[config.mk]
export PLATFORM = sky130hd
export DESIGN_NAME = pwm_deadtime
export DESIGN_NICKNAME = d
export VERILOG_FILES = /design/src/rtl/pwm_pkg.sv /design/src/rtl/pwm_dt_counter.sv /design/src/rtl/pwm_deadtime.sv
export SDC_FILE = /design/constraint.sdc
export NUM_CORES = 1
export LEC_CHECK = 0
export ABC_AREA = 1
export ABC_CLOCK_PERIOD_IN_PS = 3000
export CORE_ASPECT_RATIO = 1.5
export CORE_UTILIZATION = 45
export DETAILED_ROUTE_END_ITERATION = 12
export GPL_ROUTABILITY_DRIVEN = 0
export PLACE_DENSITY = 0.68
export SKIP_CTS_REPAIR_TIMING = 1
export SLEW_MARGIN = 10
export SYNTH_ARGS = -nofsm -noshare
export SYNTH_HDL_FRONTEND = slang
export SYNTH_HIERARCHICAL = 1
export SYNTH_SLANG_ARGS = --single-unit
export TNS_END_PERCENT = 50
[constraint.sdc]
create_clock -name clk -period 3 [get_ports clk]
set_input_delay 0.45 -clock clk [delete_from_list [all_inputs] [get_ports clk]]
set_output_delay 0.45 -clock clk [all_outputs]
set_load 0.02 [all_outputs]
[src/rtl/pwm_pkg.sv]
// Shared definitions for the PWM timer and its dead-time output stage.
// The break/fault path is only built when PWM_DT_BRK_EN is defined.
package pwm_pkg;

  // Matches the PWM timer's counter width so dead_time can come straight from it.
  localparam int PWM_DT_W = 16;

  typedef enum logic [2:0] {
    IDLE  = 3'd0,
    ON_L  = 3'd1,
    DT_H  = 3'd2,
    ON_H  = 3'd3,
    DT_L  = 3'd4,
    FAULT = 3'd5
  } dt_state_e;

  // Steady drive state that corresponds to a given wave level.
  function automatic logic [2:0] dt_drive_state(input logic wave);
    return wave ? ON_H : ON_L;
  endfunction

endpackage

[src/rtl/pwm_dt_counter.sv]
// Dead-interval down-counter: load, decrement towards zero, zero flag.
// Kept separate so a multi-channel wrapper can reuse one per channel.
module pwm_dt_counter #(
  parameter int W = 16
) (
  input  logic         clk,
  input  logic         rst_n,
  input  logic         clr_i,
  input  logic         load_i,
  input  logic [W-1:0] load_val_i,
  input  logic         dec_i,
  output logic         zero_o
);

  logic [W-1:0] cnt_q;
  logic [W-1:0] cnt_d;

  always_comb begin
    cnt_d = cnt_q;
    if (clr_i) begin
      cnt_d = '0;
    end else if (load_i) begin
      cnt_d = load_val_i;
    end else if (dec_i && (cnt_q != '0)) begin
      cnt_d = cnt_q - W'(1);
    end
  end

  always_ff @(posedge clk) begin
    if (!rst_n) begin
      cnt_q <= '0;
    end else begin
      cnt_q <= cnt_d;
    end
  end

  assign zero_o = (cnt_q == '0);

endmodule

[src/rtl/pwm_deadtime.sv]
// Complementary high/low gate drive with programmable dead time from a PWM wave.
// Define PWM_DT_BRK_EN to add the brk input and the latched FAULT state.
module pwm_deadtime
  import pwm_pkg::*;
#(
  parameter int DT_W = PWM_DT_W
) (
  input  logic            clk,
  input  logic            rst_n,
  input  logic            en,
  input  logic            wave_in,
  input  logic [DT_W-1:0] dead_time,
`ifdef PWM_DT_BRK_EN
  input  logic            brk,
`endif
  output logic            out_h,
  output logic            out_l,
  output logic            dead,
  output logic            fault,
  output logic [2:0]      state_dbg
);

  localparam logic [2:0] S_IDLE  = IDLE;
  localparam logic [2:0] S_ON_L  = ON_L;
  localparam logic [2:0] S_DT_H  = DT_H;
  localparam logic [2:0] S_ON_H  = ON_H;
  localparam logic [2:0] S_DT_L  = DT_L;
`ifdef PWM_DT_BRK_EN
  localparam logic [2:0] S_FAULT = FAULT;
`endif

  logic [2:0] state_q;
  logic [2:0] state_d;
  logic       out_h_q;
  logic       out_l_q;
  logic       dead_q;
  logic       cnt_clr;
  logic       cnt_load;
  logic       cnt_dec;
  logic       cnt_zero;
  logic       dt_zero;

  // The counter holds dead_time-1 so that the phase lasts exactly dead_time cycles.
  pwm_dt_counter #(.W(DT_W)) u_cnt (
    .clk        (clk),
    .rst_n      (rst_n),
    .clr_i      (cnt_clr),
    .load_i     (cnt_load),
    .load_val_i (dead_time - DT_W'(1)),
    .dec_i      (cnt_dec),
    .zero_o     (cnt_zero)
  );

  assign dt_zero = (dead_time == '0);
  assign cnt_dec = (state_q == S_DT_H) || (state_q == S_DT_L);

  always_comb begin
    state_d  = state_q;
    cnt_clr  = 1'b0;
    cnt_load = 1'b0;
`ifdef PWM_DT_BRK_EN
    if (brk) begin
      state_d = S_FAULT;
      cnt_clr = 1'b1;
    end else if (state_q == S_FAULT) begin
      if (!en) state_d = S_IDLE;
    end else
`endif
    if (!en) begin
      state_d = S_IDLE;
      cnt_clr = 1'b1;
    end else begin
      case (state_q)
        S_IDLE: begin
          if (dt_zero) begin
            state_d = dt_drive_state(wave_in);
          end else begin
            state_d  = wave_in ? S_DT_H : S_DT_L;
            cnt_load = 1'b1;
          end
        end
        S_ON_L: begin
          if (wave_in) begin
            state_d  = dt_zero ? S_ON_H : S_DT_H;
            cnt_load = !dt_zero;
          end
        end
        S_ON_H: begin
          if (!wave_in) begin
            state_d  = dt_zero ? S_ON_L : S_DT_L;
            cnt_load = !dt_zero;
          end
        end
        // A glitch that reverts during the phase lands back on the old side with no second dead phase.
        S_DT_H, S_DT_L: begin
          if (cnt_zero) state_d = dt_drive_state(wave_in);
        end
        default: state_d = S_IDLE;
      endcase
    end
  end

  always_ff @(posedge clk) begin
    if (!rst_n) begin
      state_q <= S_IDLE;
      out_h_q <= 1'b0;
      out_l_q <= 1'b0;
      dead_q  <= 1'b0;
    end else begin
      state_q <= state_d;
      out_h_q <= (state_d == S_ON_H);
      out_l_q <= (state_d == S_ON_L);
      dead_q  <= (state_d == S_DT_H) || (state_d == S_DT_L);
    end
  end

`ifdef PWM_DT_BRK_EN
  logic fault_q;

  always_ff @(posedge clk) begin
    if (!rst_n) begin
      fault_q <= 1'b0;
    end else begin
      fault_q <= (state_d == S_FAULT);
    end
  end

  assign fault = fault_q;
`else
  assign fault = 1'b0;
`endif

  assign out_h     = out_h_q;
  assign out_l     = out_l_q;
  assign dead      = dead_q;
  assign state_dbg = state_q;

endmodule

==> flow_metrics.env, run 1 <==
export IMPL_die_y_um=81.20
export IMPL_min_from="u_cnt/cnt_q[0]"
export IMPL_path_buf_inv=5
export IMPL_via_count=1940
export IMPL_hold_depth=2
export IMPL_fin_crit_ns=2.303
export IMPL_max_freq_mhz=434.2
export IMPL_yosys_top_cells_area="dfxtp_1, nand2_1, nor2_1, inv_1, nand3_1"
export IMPL_final_area_sq_um=2233
export IMPL_grt_overflow=0
export IMPL_start_util=0.4753
export IMPL_synth_main_ff_cell="dfxtp_1"
export IMPL_r2r_end="dead"
export IMPL_rows=28
export IMPL_startpoint_type="input port"
export IMPL_cp_end_kind="register"
export IMPL_rsz0062_at_grt="false"
export IMPL_cp_required_ns=3.14
export IMPL_worst_path_max_delay_cell="clkdlybuf4s50_1"
export IMPL_p_leak_nw=1.133
export IMPL_area_delta_synth_final_pct=18.68
export IMPL_antenna_found_initial=0
export IMPL_finish_utilization=0.5642
export IMPL_synth_fp_nets=342
export IMPL_drc=0
export IMPL_internal_power_mw=0.5799
export IMPL_synth_area_sq_um=1882
export IMPL_synth_enable_flop_cells=0
export IMPL_grt_usage=0.2361
export IMPL_synth_top_cell_by_area="dfxtp_1"
export IMPL_multi_input_area_sq_um=1257
export IMPL_final_nets=370
export IMPL_cap_violations=0
export IMPL_min_to="u_cnt/cnt_q[0]"
export IMPL_yosysSeqAreaShare=0.2340
export IMPL_synthArstFlopShare=0
export IMPL_grt_max_degree=17
export IMPL_ios=27
export IMPL_root_buffer="clkbuf_8"
export IMPL_cts_buffers=3
export IMPL_r2r_start="u_cnt/cnt_q[0]"
export IMPL_clk_latency_ns=0.26
export IMPL_instances_no_fill=391
export IMPL_fill_cells=433
export IMPL_ir_drop_uv=228.6
export IMPL_setup_tns_ns=0
export IMPL_port_buffers=25
export IMPL_p_seq_frac=0.350
export IMPL_finalPower_mw=0.9507
export IMPL_core_area_sq_um=3959
export IMPL_clockBufferDepth=2
export IMPL_dp_cells=387
export IMPL_path_clk_slew_ns=0.08
export IMPL_viasPerCell=4.962
export IMPL_cts_tree="built"
export IMPL_hpwl_mm=3.777
export IMPL_hold_path_class="reg2reg"
export IMPL_firstDrtPassIters=4
export IMPL_synthDominantCellAreaShare=0.2340
export IMPL_power_frac_comb=0.422
export IMPL_min_period_over_period=0.7677
export IMPL_cp_max_fo=13
export IMPL_swShare=0.3901
export IMPL_postRouteAntennaNets=0
export IMPL_cts_sink_count=22
export IMPL_outcome="completed"
export IMPL_drtIter0Drc=35
export IMPL_finalMaxSlewViolations=0
export IMPL_avgSynthCellArea_sq_um=5.899
export IMPL_ff2ff_setup_slack_ns=0.72
export IMPL_crit_chain="clkdlybuf4s50_1, inv_1, ha_1, nand2_1, nor2_1, nand2_2, nand3_1, a31oi_1, inv_1, buf_4, nand2_4, clkinv_2, nand2_1, a21oi_1"
export IMPL_synth_seq_cells=22
export IMPL_cp_slowest_stage_delay_ns=0.48
export IMPL_die_area_sq_um=4450
export IMPL_cts_max_level=1
export IMPL_power_density_nw_per_um2=425.7
export IMPL_drive_gt1_frac=0.09249
export IMPL_die_x_um=54.80
export IMPL_finalHoldViolations=0
export IMPL_synth_warnings=6
export IMPL_p_switching_mw=0.3708
export IMPL_antenna_cells=0
export IMPL_register_area_sq_um=440.4
export IMPL_setup_viol=0
export IMPL_grt_pass1_vias=1782
export IMPL_cp_arrival_ns=2.45
export IMPL_grt_first_pass_wirelength_mm=7.707
export IMPL_placed_area_sq_um=2178
export IMPL_synthCells=319
export IMPL_routedWlPerCell_um=11.85
export IMPL_ys_types=34
export IMPL_clkPwrFrac=0.227
export IMPL_path_delay_family="buffers and inverters"
export IMPL_r2r_cells=15
export IMPL_clock_skew_ns=0.001502
export IMPL_path_class="in2reg"
export IMPL_wirelength_mm=4.635
cell usage after synthesis (4+ instances only):
cell and n:
xnor2_1 5, nand2_4 4, o21ai_0 10, nor2_1 51, nand2_2 5, nand2_1 96, dfxtp_1 22, inv_1 39
nand3_1 25, a21oi_1 9, xor2_1 10, nor2_2 9
stage by stage:
stage	setup WS (ns)	hold WS, ns
3_5_place_dp	0.4357	0.4962
3_3_place_gp	0.4725	0.4954
6_report	0.6968	0.5027
5_1_grt	0.4686	0.5423
2_1_floorplan	0.9948	0.4616
4_1_cts	0.6822	0.5118
layer usage:
| metal | share of wire | GRT usage | vias up |
|---|---|---|---|
| met5 | 0 | 0 | - |
| met4 | 0.0086 | 0.06154 | 0 |
| met3 | 0.024 | 0.02060 | 2 |
| met2 | 0.55 | 0.4410 | 28 |
| met1 | 0.42 | 0.2701 | 865 |
| li1 | - | - | 1045 |
state kept, by name, indices dropped and copies added (netlist names):
register	cells
u_cnt/cnt_q	16
out_h	1
out_l	1
state_dbg	3
dead	1
layout by cell type, fill, tap and decap left out, types with 4 or more instances in the layout:
cell,count
nand3_1,25
nor2_1,51
a21oi_1,9
xor2_1,10
nand2_4,4
clkbuf_8,4
inv_1,39
clkdlybuf4s50_1,25
o21ai_0,10
dfxtp_1,22
xnor2_1,5
nand2_2,5
nor2_2,9
nand2_1,96
cell type report:
type / count / area share
clock buffers: 4 / 0.02465
inverters: 40 / 0.06779
multi-input cells: 252 / 0.5630
flip-flops and latches: 22 / 0.1972
well taps: 45 / 0.02521
repair buffers: 28 / 0.1221
cells by family after synthesis:
kind of cell,share of synthesized area
other,0.001993
muxes,0.01064
xor gates and xnor gates,0.06981
buffers and inverters,0.09774
adders and majority gates,0.01995
AOI/OAI and AO/OA,0.07580
DFF,0.2340
and+or+nand+nor,0.4900
power groups by stage:
stage / Combinational, mW / Clock [mW] / Sequential [mW]
after floorplan: 0.293 / 0 / 0.338
after global placement: 0.398 / 0 / 0.339
after detailed placement: 0.398 / 0 / 0.339
after CTS: 0.402 / 0.220 / 0.333
after global routing: 0.459 / 0.230 / 0.336
final: 0.401 / 0.216 / 0.333
worst max-delay path by stage:
stage | cells after the start | end | startpoint | slack, ns
global route | 13 | u_cnt/cnt_q[7] | dead_time[8] | 0.47
global placement | 14 | u_cnt/cnt_q[5] | dead_time[0] | 0.47
CTS | 15 | dead | u_cnt/cnt_q[0] | 0.68
floorplan | 12 | u_cnt/cnt_q[6] | dead_time[0] | 0.99
detailed placement | 14 | u_cnt/cnt_q[5] | dead_time[0] | 0.44
finish | 14 | u_cnt/cnt_q[2] | dead_time[0] | 0.70
worst reg2reg max path: cells and delay by family (launching register included):
| family | cells | cell delay [ns] |
|---|---|---|
| adder cells (fa/ha/maj) | 1 | 0.24 |
| flip-flops | 1 | 0.32 |
| buffers and inverters | 4 | 0.32 |
| AND/OR/NAND/NOR | 10 | 1.33 |
Power figures use the tool's default switching activity.
==> run 2, diff against run 1 <==
Settings changed: ABC_CLOCK_PERIOD_IN_PS 3000 to 2080, PLACE_DENSITY 0.68 to 0.71.
Clock period 3 ns to 2.08 ns, I/O delays scaled along.
==> run 2 against run 1 <==
  * Register-to-register slack lost 0.55 ns
  * Combinational power grew 75%
  * Sequential power grew 44%
  * Critical endpoint is now u_cnt/cnt_q[12]
  * Largest cell class unchanged
==> flow_metrics.env, run 2 (synthesis results as in run 1) <==
export IMPL_cts_max_level=1
export IMPL_crit_chain="clkdlybuf4s50_1, inv_1, ha_1, nand2_1, nor2_2, nand2_2, nand2_1, a31oi_2, buf_4, mux2i_1, a21oi_1"
export IMPL_clockBufferDepth=2
export IMPL_root_buffer="clkbuf_8"
export IMPL_crit_end="u_cnt/cnt_q[12]"
export IMPL_final_area_sq_um=2601
export IMPL_drive_gt1_frac=0.2260
export IMPL_placed_area_sq_um=2471
export IMPL_antenna_cells=0
export IMPL_crit_start="dead_time[1]"
export IMPL_firstDrtPassIters=4
export IMPL_r2r_end="dead"
export IMPL_port_buffers=25
export IMPL_finalMaxSlewViolations=0
export IMPL_cp_required_ns=2.25
export IMPL_largest_reg_flops=16
export IMPL_drc=0
export IMPL_cts_tree="built"
export IMPL_fin_crit_ns=1.929
export IMPL_rows=28
export IMPL_outcome="completed"
export IMPL_cp_end_kind="register"
export IMPL_ir_drop_uv=442.6
export IMPL_die_y_um=81.20
export IMPL_post_place_ws_ns=-0.2176
export IMPL_min_period_over_period=0.9276
export IMPL_finish_utilization=0.6571
export IMPL_grt_first_pass_wirelength_mm=8.190
export IMPL_wirelength_mm=4.939
export IMPL_grt_max_degree=17
export IMPL_postRouteAntennaNets=0
export IMPL_cts_sink_count=22
export IMPL_cp_arrival_ns=2.10
export IMPL_ios=27
export IMPL_hold_path_class="reg2reg"
export IMPL_grt_pass1_vias=1998
export IMPL_max_flop_register="u_cnt/cnt_q"
export IMPL_antenna_found_initial=0
export IMPL_grt_overflow=0
export IMPL_setup_viol=0
export IMPL_final_nets=409
export IMPL_max_freq_mhz=518.3
export IMPL_setup_ws_ns=0.1506
export IMPL_finalHoldViolations=0
export IMPL_worst_path_max_delay_cell="clkdlybuf4s50_1"
export IMPL_power_density_nw_per_um2=577.7
export IMPL_ff2ff_setup_slack_ns=0.17
export IMPL_path_class="in2reg"
export IMPL_routedWlPerCell_um=11.49
export IMPL_cp_common_cell="nand2_1"
export IMPL_clock_skew_ns=0.005467
export IMPL_start_util=0.4753
export IMPL_p_leak_nw=1.341
export IMPL_r2r_start="u_cnt/cnt_q[0]"
export IMPL_die_area_sq_um=4450
export IMPL_cap_violations=0
export IMPL_cts_buffers=3
export IMPL_viasPerCell=4.914
export IMPL_grt_usage=0.2511
export IMPL_via_count=2113
export IMPL_drtIter0Drc=34
export IMPL_hpwl_mm=3.985
export IMPL_die_x_um=54.80
export IMPL_cp_slowest_stage_delay_ns=0.49
export IMPL_area_delta_synth_final_pct=38.23
export IMPL_startpoint_type="input port"
export IMPL_final_common_cell="nand2_1"
export IMPL_final_cell_mix="nand2_1, nor2_1, buf_4, inv_1, clkdlybuf4s50_1"
export IMPL_clk_latency_ns=0.27
export IMPL_path_clk_slew_ns=0.09
export IMPL_r2r_cells=14
export IMPL_core_area_sq_um=3959
export IMPL_cp_max_fo=16
## run 2: changes by cell type in the layout (fill, tap and decap cells not counted), sizes merged
cell,before,now
buf,3,42
clkdlybuf4s50,25,24
clkinv,1,0
dlymetal6s2s,0,1
inv,39,40
## run 2: per-stage QoR
step                      setup TNS (ns)  power [mW]  std cells  hold WS (ns)
final                                  0       1.503        430        0.5112
after global routing            -0.06792       1.606        430        0.5303
after CTS                              0       1.477        430        0.5096
after detailed placement          -2.703       1.153        426        0.4892
after global placement            -1.892       1.144        426        0.4783
after floorplan                        0      0.9101        319        0.4458
## run 2: per-layer routing
| metal | vias to the layer above | GRT usage | part of all wire |
|---|---|---|---|
| met2 | 43 | 0.4590 | 0.53 |
| met3 | 11 | 0.01311 | 0.024 |
| met4 | 0 | 0.1000 | 0.029 |
| met5 | - | 0 | 0 |
| met1 | 939 | 0.2867 | 0.42 |
| li1 | 1120 | - | - |
## run 2: power breakdown
part / total (mW) / internal, mW / switching (mW)
clock network: 0.324 / 0.169 / 0.154
registers: 0.479 / 0.448 / 0.0306
logic: 0.701 / 0.306 / 0.394
## run 2: cell type report
cell class              instances  area (sq um)
flip-flops and latches         22         440.4
clock buffers                   4         55.05
repair buffers                 67         571.8
fillers                       383          1358
well taps                      45         56.30
multi-input cells             252          1325
inverters                      40         152.6
## run 2: worst min path at each step
| stage | startpoint | end | slack [ns] | depth (start not counted) |
|---|---|---|---|---|
| 2_1_floorplan | rst_n | out_l | 0.45 | 2 |
| 3_3_place_gp | u_cnt/cnt_q[0] | u_cnt/cnt_q[0] | 0.48 | 2 |
| 3_5_place_dp | u_cnt/cnt_q[1] | u_cnt/cnt_q[1] | 0.49 | 2 |
| 4_1_cts | u_cnt/cnt_q[1] | u_cnt/cnt_q[1] | 0.51 | 2 |
| 5_1_grt | u_cnt/cnt_q[0] | u_cnt/cnt_q[0] | 0.53 | 2 |
| 6_report | u_cnt/cnt_q[0] | u_cnt/cnt_q[0] | 0.51 | 2 |
## run 2: worst max-delay path: cells and delay by family
kind	cells	cell delay [ns]
muxes	1	0.23
buffers and inverters	3	0.80
AOI/OAI and AO/OA	2	0.29
and+or+nand+nor	4	0.29
adders and majority gates	1	0.17
==> run 3, diff against run 2 <==
Settings changed: ABC_AREA 1 to unset, PLACE_DENSITY 0.71 to 0.72.
==> run 3 against run 2 <==
  * Non-clock buffer count is 20 higher
  * Largest cell class unchanged
  * Maximum frequency is 12% lower
  * Sequential cell count stayed put
  * The run now ends with setup timing left
  * Clock power hardly changed
  * Largest power group unchanged
  * Combinational power is 12% lower
==> flow_metrics.env, run 3 <==
export IMPL_outcome="finished, violations left"
export IMPL_violations="setup timing"
export IMPL_holdWs_ns=0.5372
export IMPL_antenna_cells=0
export IMPL_clock_skew_ns=0.003811
export IMPL_synthArstFlopShare=0
export IMPL_cap_violations=0
export IMPL_synthDominantCellAreaShare=0.2635
export IMPL_synth_main_ff_cell="dfxtp_1"
export IMPL_final_nets=311
export IMPL_hpwl_mm=3.603
export IMPL_use_met2=0.4649
export IMPL_yosys_top_cells_area="dfxtp_1, xnor2_1, o21ai_0, a31oi_1, nor2_1"
export IMPL_final_common_cell="buf_4"
export IMPL_grt_busiest_layer="met2"
export IMPL_synth_most_common_cell="dfxtp_1"
export IMPL_wirelength_mm=4.521
export IMPL_cp_required_ns=2.26
export IMPL_path_clk_slew_ns=0.08
export IMPL_ys_top_cells_by_count="dfxtp_1, o21ai_0, nor2_1"
export IMPL_start_util=0.4802
export IMPL_p_leak_nw=1.022
export IMPL_clkPwrFrac=0.227
export IMPL_cts_sink_count=22
export IMPL_synth_area_sq_um=1672
export IMPL_die_x_um=51.77
export IMPL_use_met1=0.2549
export IMPL_grt_pass1_vias=1784
export IMPL_ys_types=53
export IMPL_avgSynthCellArea_sq_um=8.154
export IMPL_via_count=1883
export IMPL_synth_top_cell_by_area="dfxtp_1"
export IMPL_rsz0062_at_grt="true"
export IMPL_synth_enable_flop_cells=0
export IMPL_synth_mux_area_fraction=0.005988
export IMPL_drive_gt1_frac=0.3275
export IMPL_synth_warnings=6
export IMPL_startpoint_type="register"
export IMPL_drtIter0Drc=35
export IMPL_cts_buffers=3
export IMPL_antenna_found_initial=0
export IMPL_max_freq_mhz=458.5
export IMPL_cp_max_fo=6
export IMPL_setup_viol=4
export IMPL_die_area_sq_um=3968
export IMPL_firstDrtPassIters=4
export IMPL_clk_latency_ns=0.27
export IMPL_synth_compound_area_frac=0.2253
export IMPL_fin_crit_ns=2.181
export IMPL_synth_fa_ha_area_frac=0.02246
export IMPL_grt_util_met3=0.01597
export IMPL_grt_first_pass_wirelength_mm=7.403
export IMPL_cts_tree="built"
export IMPL_postRouteAntennaNets=0
export IMPL_swShare=0.3364
export IMPL_yosysSeqAreaShare=0.2635
export IMPL_routedWlPerCell_um=13.74
export IMPL_finalPower_mw=1.411
export IMPL_internal_power_mw=0.9361
export IMPL_synth_xor_xnor_area_share=0.09431
export IMPL_synth_seq_cells=22
export IMPL_ios=27
export IMPL_hold_path_class="reg2reg"
export IMPL_power_density_nw_per_um2=553.5
export IMPL_grt_max_degree=21
export IMPL_synth_fp_nets=228
export IMPL_cts_max_level=1
export IMPL_setup_ws_ns=-0.1009
export IMPL_p_switching_mw=0.4747
export IMPL_port_buffers=25
export IMPL_drc=0
export IMPL_rows=26
export IMPL_area_delta_synth_final_pct=52.47
export IMPL_path_class="reg2reg"
export IMPL_min_period_over_period=1.049
export IMPL_p_seq_frac=0.334
export IMPL_power_frac_comb=0.438
export IMPL_synth_top_family_by_area="simple AND/OR/NAND/NOR gates"
export IMPL_clockBufferDepth=2
export IMPL_cp_arrival_ns=2.36
export IMPL_largest_reg_flops=16
export IMPL_ir_drop_uv=287.9
export IMPL_viasPerCell=5.723
export IMPL_grt_overflow=0
export IMPL_synthCells=205
export IMPL_cp_end_kind="register"
export IMPL_max_flop_register="u_cnt/cnt_q"
export IMPL_finalMaxSlewViolations=0
export IMPL_grt_usage=0.2418
export IMPL_yosys_area_share_simple=0.3293
export IMPL_core_area_sq_um=3481
export IMPL_finish_utilization=0.7322
export IMPL_finalHoldViolations=0
export IMPL_final_cell_mix="buf_4, clkdlybuf4s50_1, dfxtp_1, o21ai_0, nor2_1"
export IMPL_die_y_um=76.65
export IMPL_root_buffer="clkbuf_8"
==> run 3: logic make-up (layout without fill, tap and decap cells) <==
kind of cell / Yosys count / count (layout)
xor gates and xnor gates: 18 / 18
adders and majority gates: 3 / 3
DFF: 22 / 22
other: 1 / 1
muxes: 1 / 1
and+or+nand+nor: 85 / 85
AOI/OAI and AO/OA: 55 / 55
buffers and inverters: 20 / 102
==> run 3: cell type report <==
cell class                      count  area (sq um)
Clock buffer                        4         55.05
Timing Repair Buffer               87         728.2
Multi-Input combinational cell    163          1230
Inverter                           11         41.29
Fill cell                         270         932.1
Tap cell                           42         52.55
Sequential cell                    22         441.7
==> run 3: path summary, 6_finish.rpt <==
check                                     start              end  slack (ns)  cells after the start
worst max-delay path             u_cnt/cnt_q[1]            out_l       -0.10                      8
worst min-delay path            u_cnt/cnt_q[12]  u_cnt/cnt_q[12]        0.54                      2
worst max register to register   u_cnt/cnt_q[1]            out_l       -0.10                      8
worst min register to register  u_cnt/cnt_q[12]  u_cnt/cnt_q[12]        0.54                      2
==> run 3: critical path, cell delays in order (launching register included) <==
cell	delay, ns
dfxtp_2	0.33
inv_2	0.07
ha_4	0.12
or4b_4	0.50
nor4_4	0.22
buf_4	0.19
a21boi_0	0.09
o32a_2	0.25
a2111oi_4	0.32
==> run 3: per-layer routing <==
metal  vias up  routed length (um)
met5         -                   0
li1        945                   -
met4         0                  65
met2        44                2613
met1       890                1718
met3         4                 123
==> run 3: stage by stage <==
stage | setup WS [ns] | area, sq um | cells | TNS, ns
2_1_floorplan | 0.008525 | 1697 | 205 | 0
3_3_place_gp | -0.1692 | 2401 | 322 | -1.885
3_5_place_dp | -0.2177 | 2401 | 322 | -2.677
4_1_cts | -0.2019 | 2456 | 326 | -0.6942
5_1_grt | -0.1716 | 2549 | 329 | -0.7668
6_report | -0.1009 | 2549 | 329 | -0.2497
==> run 3: power by group through the flow <==
stage / combinational [mW] / clock [mW] / sequential (mW)
3_5_place_dp: 0.570 / 0 / 0.480
5_1_grt: 0.670 / 0.335 / 0.475
4_1_cts: 0.572 / 0.318 / 0.470
2_1_floorplan: 0.298 / 0 / 0.489
3_3_place_gp: 0.558 / 0 / 0.479
6_report: 0.619 / 0.321 / 0.472
